==> config.mk <==
export PLATFORM = sky130hd
export DESIGN_NAME = dptr_multiciclo
export DESIGN_NICKNAME = d
export VERILOG_FILES = /design/src/rtl/dptr_pkg.sv /design/src/rtl/banco_reg.sv /design/src/rtl/dptr_multiciclo.sv
export SDC_FILE = /design/constraint.sdc
export NUM_CORES = 2
export LEC_CHECK = 0
export ABC_CLOCK_PERIOD_IN_PS = 8000
export CAP_MARGIN = 15
export CORE_MARGIN = 3
export CORE_UTILIZATION = 60
export DETAILED_ROUTE_END_ITERATION = 8
export PLACE_DENSITY_LB_ADDON = 0.3
export SKIP_LAST_GASP = 1
export SYNTH_ARGS = -nofsm -noshare
export SYNTH_HDL_FRONTEND = slang
export SYNTH_HIERARCHICAL = 1
export SYNTH_SLANG_ARGS = --single-unit
==> constraint.sdc <==
create_clock -name clk -period 8 [get_ports clk]
set_clock_uncertainty 0.15 [all_clocks]
set_input_delay 2.4 -clock clk [delete_from_list [all_inputs] [get_ports clk]]
set_output_delay 2.4 -clock clk [all_outputs]
set_load 0.01 [all_outputs]
==> src/rtl/dptr_pkg.sv <==
// Shared definitions for the multi-cycle MIPS-subset datapath: opcodes, functs,
// FSM states, ALU operations and the legal-instruction decoder.
package dptr_pkg;

  localparam logic [5:0] OP_RTYPE = 6'h00;
  localparam logic [5:0] OP_ADDI  = 6'h08;
  localparam logic [5:0] OP_LW    = 6'h23;
  localparam logic [5:0] OP_SW    = 6'h2B;
  localparam logic [5:0] OP_BEQ   = 6'h04;
  localparam logic [5:0] OP_HALT  = 6'h3F;

  localparam logic [5:0] FN_ADD = 6'h20;
  localparam logic [5:0] FN_SUB = 6'h22;
  localparam logic [5:0] FN_AND = 6'h24;
  localparam logic [5:0] FN_OR  = 6'h25;
  localparam logic [5:0] FN_SLT = 6'h2A;

  typedef enum logic [2:0] {
    S_FETCH  = 3'd0,
    S_DECODE = 3'd1,
    S_EXEC   = 3'd2,
    S_MEM    = 3'd3,
    S_WB     = 3'd4,
    S_HALT   = 3'd5
  } state_t;

  typedef enum logic [2:0] {
    ALU_ADD = 3'd0,
    ALU_SUB = 3'd1,
    ALU_AND = 3'd2,
    ALU_OR  = 3'd3,
    ALU_SLT = 3'd4
  } alu_op_t;

  function automatic logic is_legal(input logic [5:0] op, input logic [5:0] fn);
    case (op)
      OP_RTYPE: return (fn inside {FN_ADD, FN_SUB, FN_AND, FN_OR, FN_SLT});
      OP_ADDI, OP_LW, OP_SW, OP_BEQ, OP_HALT: return 1'b1;
      default: return 1'b0;
    endcase
  endfunction

endpackage

==> src/rtl/banco_reg.sv <==
// Register file: NREG x DATA_W, two asynchronous read ports, one synchronous
// write port. Register 0 always reads zero and ignores writes.
module banco_reg #(
  parameter int unsigned DATA_W = 32,
  parameter int unsigned NREG   = 32,
  parameter int unsigned AW     = $clog2(NREG)
) (
  input  logic              clk,
  input  logic              rst_n,
  input  logic [AW-1:0]     i_raddr_a,
  output logic [DATA_W-1:0] o_rdata_a,
  input  logic [AW-1:0]     i_raddr_b,
  output logic [DATA_W-1:0] o_rdata_b,
  input  logic              i_we,
  input  logic [AW-1:0]     i_waddr,
  input  logic [DATA_W-1:0] i_wdata
);

  logic [DATA_W-1:0] r_regs [NREG];

  always_ff @(posedge clk or negedge rst_n) begin
    if (!rst_n) begin
      for (int unsigned i = 0; i < NREG; i++) r_regs[i] <= '0;
    end else if (i_we && (i_waddr != '0)) begin
      r_regs[i_waddr] <= i_wdata;
    end
  end

  assign o_rdata_a = (i_raddr_a == '0) ? '0 : r_regs[i_raddr_a];
  assign o_rdata_b = (i_raddr_b == '0) ? '0 : r_regs[i_raddr_b];

endmodule

==> src/rtl/dptr_multiciclo.sv <==
// Multi-cycle MIPS-subset datapath with FSM control, req/ack instruction and
// data memory interfaces, halt state and illegal-opcode flagging.
module dptr_multiciclo
  import dptr_pkg::*;
#(
  parameter int unsigned       DATA_W   = 32,
  parameter int unsigned       NREG     = 32,
  parameter logic [DATA_W-1:0] PC_RESET = '0
) (
  input  logic              clk,
  input  logic              rst_n,
  output logic              imem_req,
  output logic [DATA_W-1:0] imem_addr,
  input  logic [31:0]       imem_rdata,
  input  logic              imem_ack,
  output logic              dmem_req,
  output logic              dmem_we,
  output logic [DATA_W-1:0] dmem_addr,
  output logic [DATA_W-1:0] dmem_wdata,
  input  logic [DATA_W-1:0] dmem_rdata,
  input  logic              dmem_ack,
  output logic [DATA_W-1:0] pc_out,
  output logic              zf,
  output logic              halted,
  output logic              illegal
);

  localparam int unsigned AW = $clog2(NREG);

  state_t            r_state;
  logic [31:0]       r_ir;
  logic [DATA_W-1:0] r_pc, r_a, r_b, r_aluout, r_mdr;
  logic              r_zf, r_imem_req, r_dmem_req, r_dmem_we, r_halted, r_illegal;

  logic [5:0]        w_op, w_fn;
  logic [AW-1:0]     w_rs, w_rt, w_rd, w_waddr;
  logic [DATA_W-1:0] w_imm_sext, w_br_off, w_rd_a, w_rd_b;
  logic [DATA_W-1:0] w_alu_b, w_alu_res, w_wdata;
  logic              w_we, w_unused;
  alu_op_t           w_alu_op;

  assign w_op       = r_ir[31:26];
  assign w_fn       = r_ir[5:0];
  assign w_rs       = r_ir[21 +: AW];
  assign w_rt       = r_ir[16 +: AW];
  assign w_rd       = r_ir[11 +: AW];
  assign w_imm_sext = {{(DATA_W-16){r_ir[15]}}, r_ir[15:0]};
  assign w_br_off   = {{(DATA_W-18){r_ir[15]}}, r_ir[15:0], 2'b00};
  assign w_unused   = ^r_ir[10:6];

  always_comb begin
    w_alu_op = ALU_ADD;
    w_alu_b  = w_imm_sext;
    if (w_op == OP_RTYPE) begin
      w_alu_b = r_b;
      case (w_fn)
        FN_SUB:  w_alu_op = ALU_SUB;
        FN_AND:  w_alu_op = ALU_AND;
        FN_OR:   w_alu_op = ALU_OR;
        FN_SLT:  w_alu_op = ALU_SLT;
        default: w_alu_op = ALU_ADD;
      endcase
    end
  end

  always_comb begin
    w_alu_res = '0;
    case (w_alu_op)
      ALU_ADD: w_alu_res = r_a + w_alu_b;
      ALU_SUB: w_alu_res = r_a - w_alu_b;
      ALU_AND: w_alu_res = r_a & w_alu_b;
      ALU_OR:  w_alu_res = r_a | w_alu_b;
      ALU_SLT: w_alu_res = {{(DATA_W-1){1'b0}}, ($signed(r_a) < $signed(w_alu_b))};
      default: w_alu_res = '0;
    endcase
  end

  assign w_we    = (r_state == S_WB);
  assign w_waddr = (w_op == OP_RTYPE) ? w_rd : w_rt;
  assign w_wdata = (w_op == OP_LW) ? r_mdr : r_aluout;

  banco_reg #(
    .DATA_W (DATA_W),
    .NREG   (NREG),
    .AW     (AW)
  ) u_regs (
    .clk       (clk),
    .rst_n     (rst_n),
    .i_raddr_a (w_rs),
    .o_rdata_a (w_rd_a),
    .i_raddr_b (w_rt),
    .o_rdata_b (w_rd_b),
    .i_we      (w_we),
    .i_waddr   (w_waddr),
    .i_wdata   (w_wdata)
  );

  always_ff @(posedge clk or negedge rst_n) begin
    if (!rst_n) begin
      r_state    <= S_FETCH;
      r_pc       <= PC_RESET;
      r_ir       <= '0;
      r_a        <= '0;
      r_b        <= '0;
      r_aluout   <= '0;
      r_mdr      <= '0;
      r_zf       <= 1'b0;
      r_imem_req <= 1'b1;
      r_dmem_req <= 1'b0;
      r_dmem_we  <= 1'b0;
      r_halted   <= 1'b0;
      r_illegal  <= 1'b0;
    end else begin
      r_illegal <= 1'b0;
      case (r_state)
        S_FETCH: begin
          if (imem_ack) begin
            r_ir       <= imem_rdata;
            r_pc       <= r_pc + DATA_W'(4);
            r_imem_req <= 1'b0;
            // Decoded from the incoming word so the registered pulse lands in DECODE.
            r_illegal  <= !is_legal(imem_rdata[31:26], imem_rdata[5:0]);
            r_state    <= S_DECODE;
          end
        end
        S_DECODE: begin
          r_a      <= w_rd_a;
          r_b      <= w_rd_b;
          r_aluout <= r_pc + w_br_off;
          if (w_op == OP_HALT) begin
            r_halted <= 1'b1;
            r_state  <= S_HALT;
          end else if (!is_legal(w_op, w_fn)) begin
            r_imem_req <= 1'b1;
            r_state    <= S_FETCH;
          end else begin
            r_state <= S_EXEC;
          end
        end
        S_EXEC: begin
          if (w_op == OP_BEQ) begin
            r_zf <= (r_a == r_b);
            if (r_a == r_b) r_pc <= r_aluout;
            r_imem_req <= 1'b1;
            r_state    <= S_FETCH;
          end else begin
            r_aluout <= w_alu_res;
            r_zf     <= (w_alu_res == '0);
            if ((w_op == OP_LW) || (w_op == OP_SW)) begin
              r_dmem_req <= 1'b1;
              r_dmem_we  <= (w_op == OP_SW);
              r_state    <= S_MEM;
            end else begin
              r_state <= S_WB;
            end
          end
        end
        S_MEM: begin
          if (dmem_ack) begin
            r_dmem_req <= 1'b0;
            r_dmem_we  <= 1'b0;
            if (w_op == OP_LW) begin
              r_mdr   <= dmem_rdata;
              r_state <= S_WB;
            end else begin
              r_imem_req <= 1'b1;
              r_state    <= S_FETCH;
            end
          end
        end
        S_WB: begin
          r_imem_req <= 1'b1;
          r_state    <= S_FETCH;
        end
        S_HALT: r_state <= S_HALT;
        default: begin
          r_imem_req <= 1'b1;
          r_state    <= S_FETCH;
        end
      endcase
    end
  end

  assign imem_req   = r_imem_req;
  assign imem_addr  = r_pc;
  assign dmem_req   = r_dmem_req;
  assign dmem_we    = r_dmem_we;
  assign dmem_addr  = r_aluout;
  assign dmem_wdata = r_b;
  assign pc_out     = r_pc;
  assign zf         = r_zf;
  assign halted     = r_halted;
  assign illegal    = r_illegal;

endmodule
==> impl_metrics.json <==
{
  "critical_path_class": "flop to flop",
  "synth_mux_area_frac": 0.3468,
  "timing.rr.end": "zf",
  "clk_latency_ns": 0.80,
  "start_util": 0.6098,
  "wire_per_inst_um": 34.45,
  "post_cts_buffers": 0,
  "grtUsageMet2": 0.5985,
  "synth_ff_type": "dfrtp_1",
  "die_x_um": 351.1,
  "worstPathCellList": "nor4_4 -> and2_1 -> buf_4 -> nand2_1 -> nand2_1 -> inv_1 -> ha_1 -> nor2b_1 -> a2111oi_0 -> o311a_1 -> nand2_1 -> a211o_1 -> nand3_1 -> nor2_1 -> a2111oi_0 -> nand4_1 -> or4_1 -> nand2_1",
  "fin_area_um2": 78630,
  "p_comb_frac": 0.511,
  "htreeDepth": 4,
  "yosys.area_share.simple": 0.05451,
  "path_common_cell": "nand2_1",
  "postCtsHoldBufs": 0,
  "drv_cap": 0,
  "yosysUniqueCellTypes": 83,
  "rr_startpoint": "r_ir[29]",
  "run_status": "finished clean",
  "ctsRootBufferMaster": "clkbuf_16",
  "pin_count": 202,
  "grt_pass1_wl_um": 360400,
  "crit_fanout": 15,
  "fmaxAchievable_ghz": 0.1546,
  "drtAntennaViolNets": 0,
  "seqPwrFrac": 0.311,
  "rrSetupSlack_ns": 1.53,
  "syn_nets": 5911,
  "cp-end-kind": "flop",
  "netlist_instances": 5699,
  "synth-compound-area-share": 0.09426,
  "fin_crit_ns": 6.470,
  "cp.arrival_ns": 7.04,
  "grt_max_degree": 170,
  "cp.required_ns": 8.57,
  "hold_class": "flop to flop",
  "dp_hpwl_um": 158700,
  "synth_seq_cells": 1225,
  "synth-xor-area-share": 0.007847,
  "grt_use_met3": 0.1208,
  "setup_viol": 0,
  "dpl-instance-area_um2": 74120,
  "cts_max_path_buffers": 3,
  "critical_path.top_delay_family": "simple AND/OR/NAND/NOR gates",
  "drt_iter0_drc": 6803,
  "rsz0062_at_grt": "no",
  "busiest_layer": "met2",
  "hold_path_end": "u_regs/r_regs[1023]",
  "p_per_area_nw_per_um2": 450.2,
  "cp.depth": 18,
  "worst_pin_slew_ns": 1.215,
  "die_h_um": 351.1,
  "antenna_found_initial": 12,
  "cts.sinks": 1225,
  "dieArea_um2": 123200,
  "start_kind": "flop",
  "portBuffers": 201,
  "final_nets": 5787,
  "max-slew-margin-rel": 0.1799,
  "leakage_nw": 35.71,
  "final.period_utilization": 0.8088,
  "slowest_stage": "a2111oi_0",
  "ys_async_sr_fraction": 1.000,
  "worst-path-buf-inv": 2,
  "globalRouteOverflowTotal": 0,
  "drt-total-wl_um": 248100,
  "viasPerCell": 7.352,
  "grt_pass1_vias": 52578,
  "core_area_um2": 117100,
  "cts_resized": 0,
  "synth_edf_count": 0,
  "drc": 0,
  "syn_avg_cell_area_um2": 12.54,
  "cts_tree": "built",
  "drv_slew": 0,
  "netlist_area_um2": 71440,
  "seq_area_frac_synth": 0.4291,
  "ir_drop_uv": 449.2,
  "synthAdderAreaFrac": 0.02554,
  "clockPowerShare": 0.178,
  "fillCellCount": 8378,
  "max_stage_delay_ns": 0.82,
  "path_clk_slew_ns": 0.07,
  "synth_top_family_by_area": "multiplexers",
  "yosysWarningCount": 6,
  "vias": 52937,
  "drive_gt1_frac": 0.3574,
  "hold_path.startpoint": "u_regs/r_regs[1023]",
  "num_rows": 125,
  "use_met1": 0.5341,
  "grt_util_all_layers": 0.4032,
  "whs_path_depth": 0,
  "fin_hold_ws_ns": 0.2427,
  "area_growth_pct": 10.06,
  "swShare": 0.4471,
  "drtPass1Iterations": 6,
  "place.gp.congestion": 1.003,
  "hold_violations": 0,
  "rr_worst_depth": 18,
  "internal_power_mw": 19.57,
  "numCtsBuffers": 133,
  "setup_tns_ns": 0,
  "switching_power_mw": 15.82,
  "fin_util": 0.6712
}
-- placed cells by master (no fill, tap or decap), drive strengths merged, types with 26 or more instances in the layout --
| cell type | count |
|---|---|
| a21o | 57 |
| nor3 | 40 |
| a22oi | 69 |
| nor2 | 187 |
| dfrtp | 1224 |
| ha | 141 |
| nand2 | 269 |
| a21oi | 177 |
| buf | 114 |
| nand3 | 48 |
| clkdlybuf4s50 | 200 |
| o21ai | 273 |
| nor2b | 92 |
| inv | 116 |
| a221oi | 52 |
| mux4 | 448 |
| clkbuf | 196 |
| mux2 | 1185 |
| a311oi | 73 |
| xor2 | 39 |
| a211oi | 90 |
| mux2i | 134 |
| clkinv | 26 |
-- Yosys cell counts, types with 52 or more instances --
cell | number | area (um2)
a211oi_1 | 90 | 675.7
a21o_1 | 57 | 427.9
a21oi_1 | 177 | 885.9
a221oi_1 | 52 | 455.4
a22oi_1 | 69 | 518.0
a311oi_1 | 73 | 639.4
buf_2 | 144 | 720.7
buf_4 | 62 | 465.5
clkbuf_1 | 316 | 1186
dfrtp_1 | 1224 | 30630
ha_1 | 141 | 1764
inv_1 | 113 | 424.2
mux2_2 | 1165 | 13120
mux2i_1 | 134 | 1341
mux4_2 | 448 | 10090
nand2_1 | 269 | 1010
nor2_1 | 187 | 701.9
nor2b_1 | 92 | 575.6
o21ai_0 | 271 | 1356
-- state kept, by name, indices dropped and copies added, names as in the netlist, 3 cells and up --
signal and cells:
dmem_addr 32, dmem_wdata 32, imem_addr 32, r_a 32
r_ir 32, r_mdr 32, r_state 3, u_regs/r_regs 1024
-- power groups by stage --
stage	Combinational [mW]	Clock (mW)	Sequential, mW
floorplan	12.2	0	9.78
global route	19.0	6.61	11.2
global placement	17.4	0	10.8
detailed placement	17.6	0	11.0
finish	18.1	6.32	11.0
CTS	17.7	6.36	10.9
-- worst reg2reg max path: stages, from the launching register on --
cell and delay, ns:
dfrtp_1 0.52, nor4_4 0.46, and2_1 0.79, buf_4 0.31, nand2_1 0.07, nand2_1 0.11
inv_1 0.07, ha_1 0.54, nor2b_1 0.16, a2111oi_0 0.82, o311a_1 0.33, nand2_1 0.11
a211o_1 0.35, nand3_1 0.14, nor2_1 0.06, a2111oi_0 0.66, nand4_1 0.19, or4_1 0.50
nand2_1 0.08
-- stage by stage --
step	worst slack [ns]	power, mW	instances
after floorplan	3.028	22.02	5699
after global placement	1.654	28.16	6963
after detailed placement	1.726	28.55	6963
after CTS	1.707	34.92	7195
after global routing	1.223	36.87	7196
final	1.530	35.40	7200
-- area by class of cell --
class / instances / area [um2] / area share
timing repair buffer: 314 / 3065 / 0.03899
clock buffer: 196 / 3948 / 0.05021
clock inverter: 36 / 530.5 / 0.006747
tap: 1524 / 1907 / 0.02425
sequential: 1225 / 30680 / 0.3903
multi-input combinational: 3788 / 38050 / 0.4840
antenna: 4 / 10.01 / 0.0001273
inverter: 113 / 426.7 / 0.005426
-- per-layer routing --
metal / share of wire / up-vias
li1: - / 21297
met1: 0.38 / 27490
met2: 0.44 / 3329
met3: 0.12 / 811
met4: 0.065 / 10
met5: 0.00027 / -
-- worst max path at each step --
| stage | start | endpoint | slack, ns |
|---|---|---|---|
| after floorplan | r_ir[29] | zf | 3.03 |
| after global placement | r_ir[29] | zf | 1.65 |
| after detailed placement | r_ir[29] | zf | 1.73 |
| after CTS | r_ir[29] | zf | 1.71 |
| after global routing | r_ir[29] | zf | 1.22 |
| final | r_ir[29] | zf | 1.53 |
-- cells by family (layout without fill, tap and decap cells) --
logic type,count (synthesis),after routing
multiplexers,1767,1767
flip-flops,1225,1225
AO/OA/AOI/OAI,1007,1007
AND/OR/NAND/NOR,806,806
buffers and inverters,686,659
adder cells (fa/ha/maj),144,144
XOR/XNOR,64,64
other,0,4
Note: power is estimated with default switching activity, not from simulation.
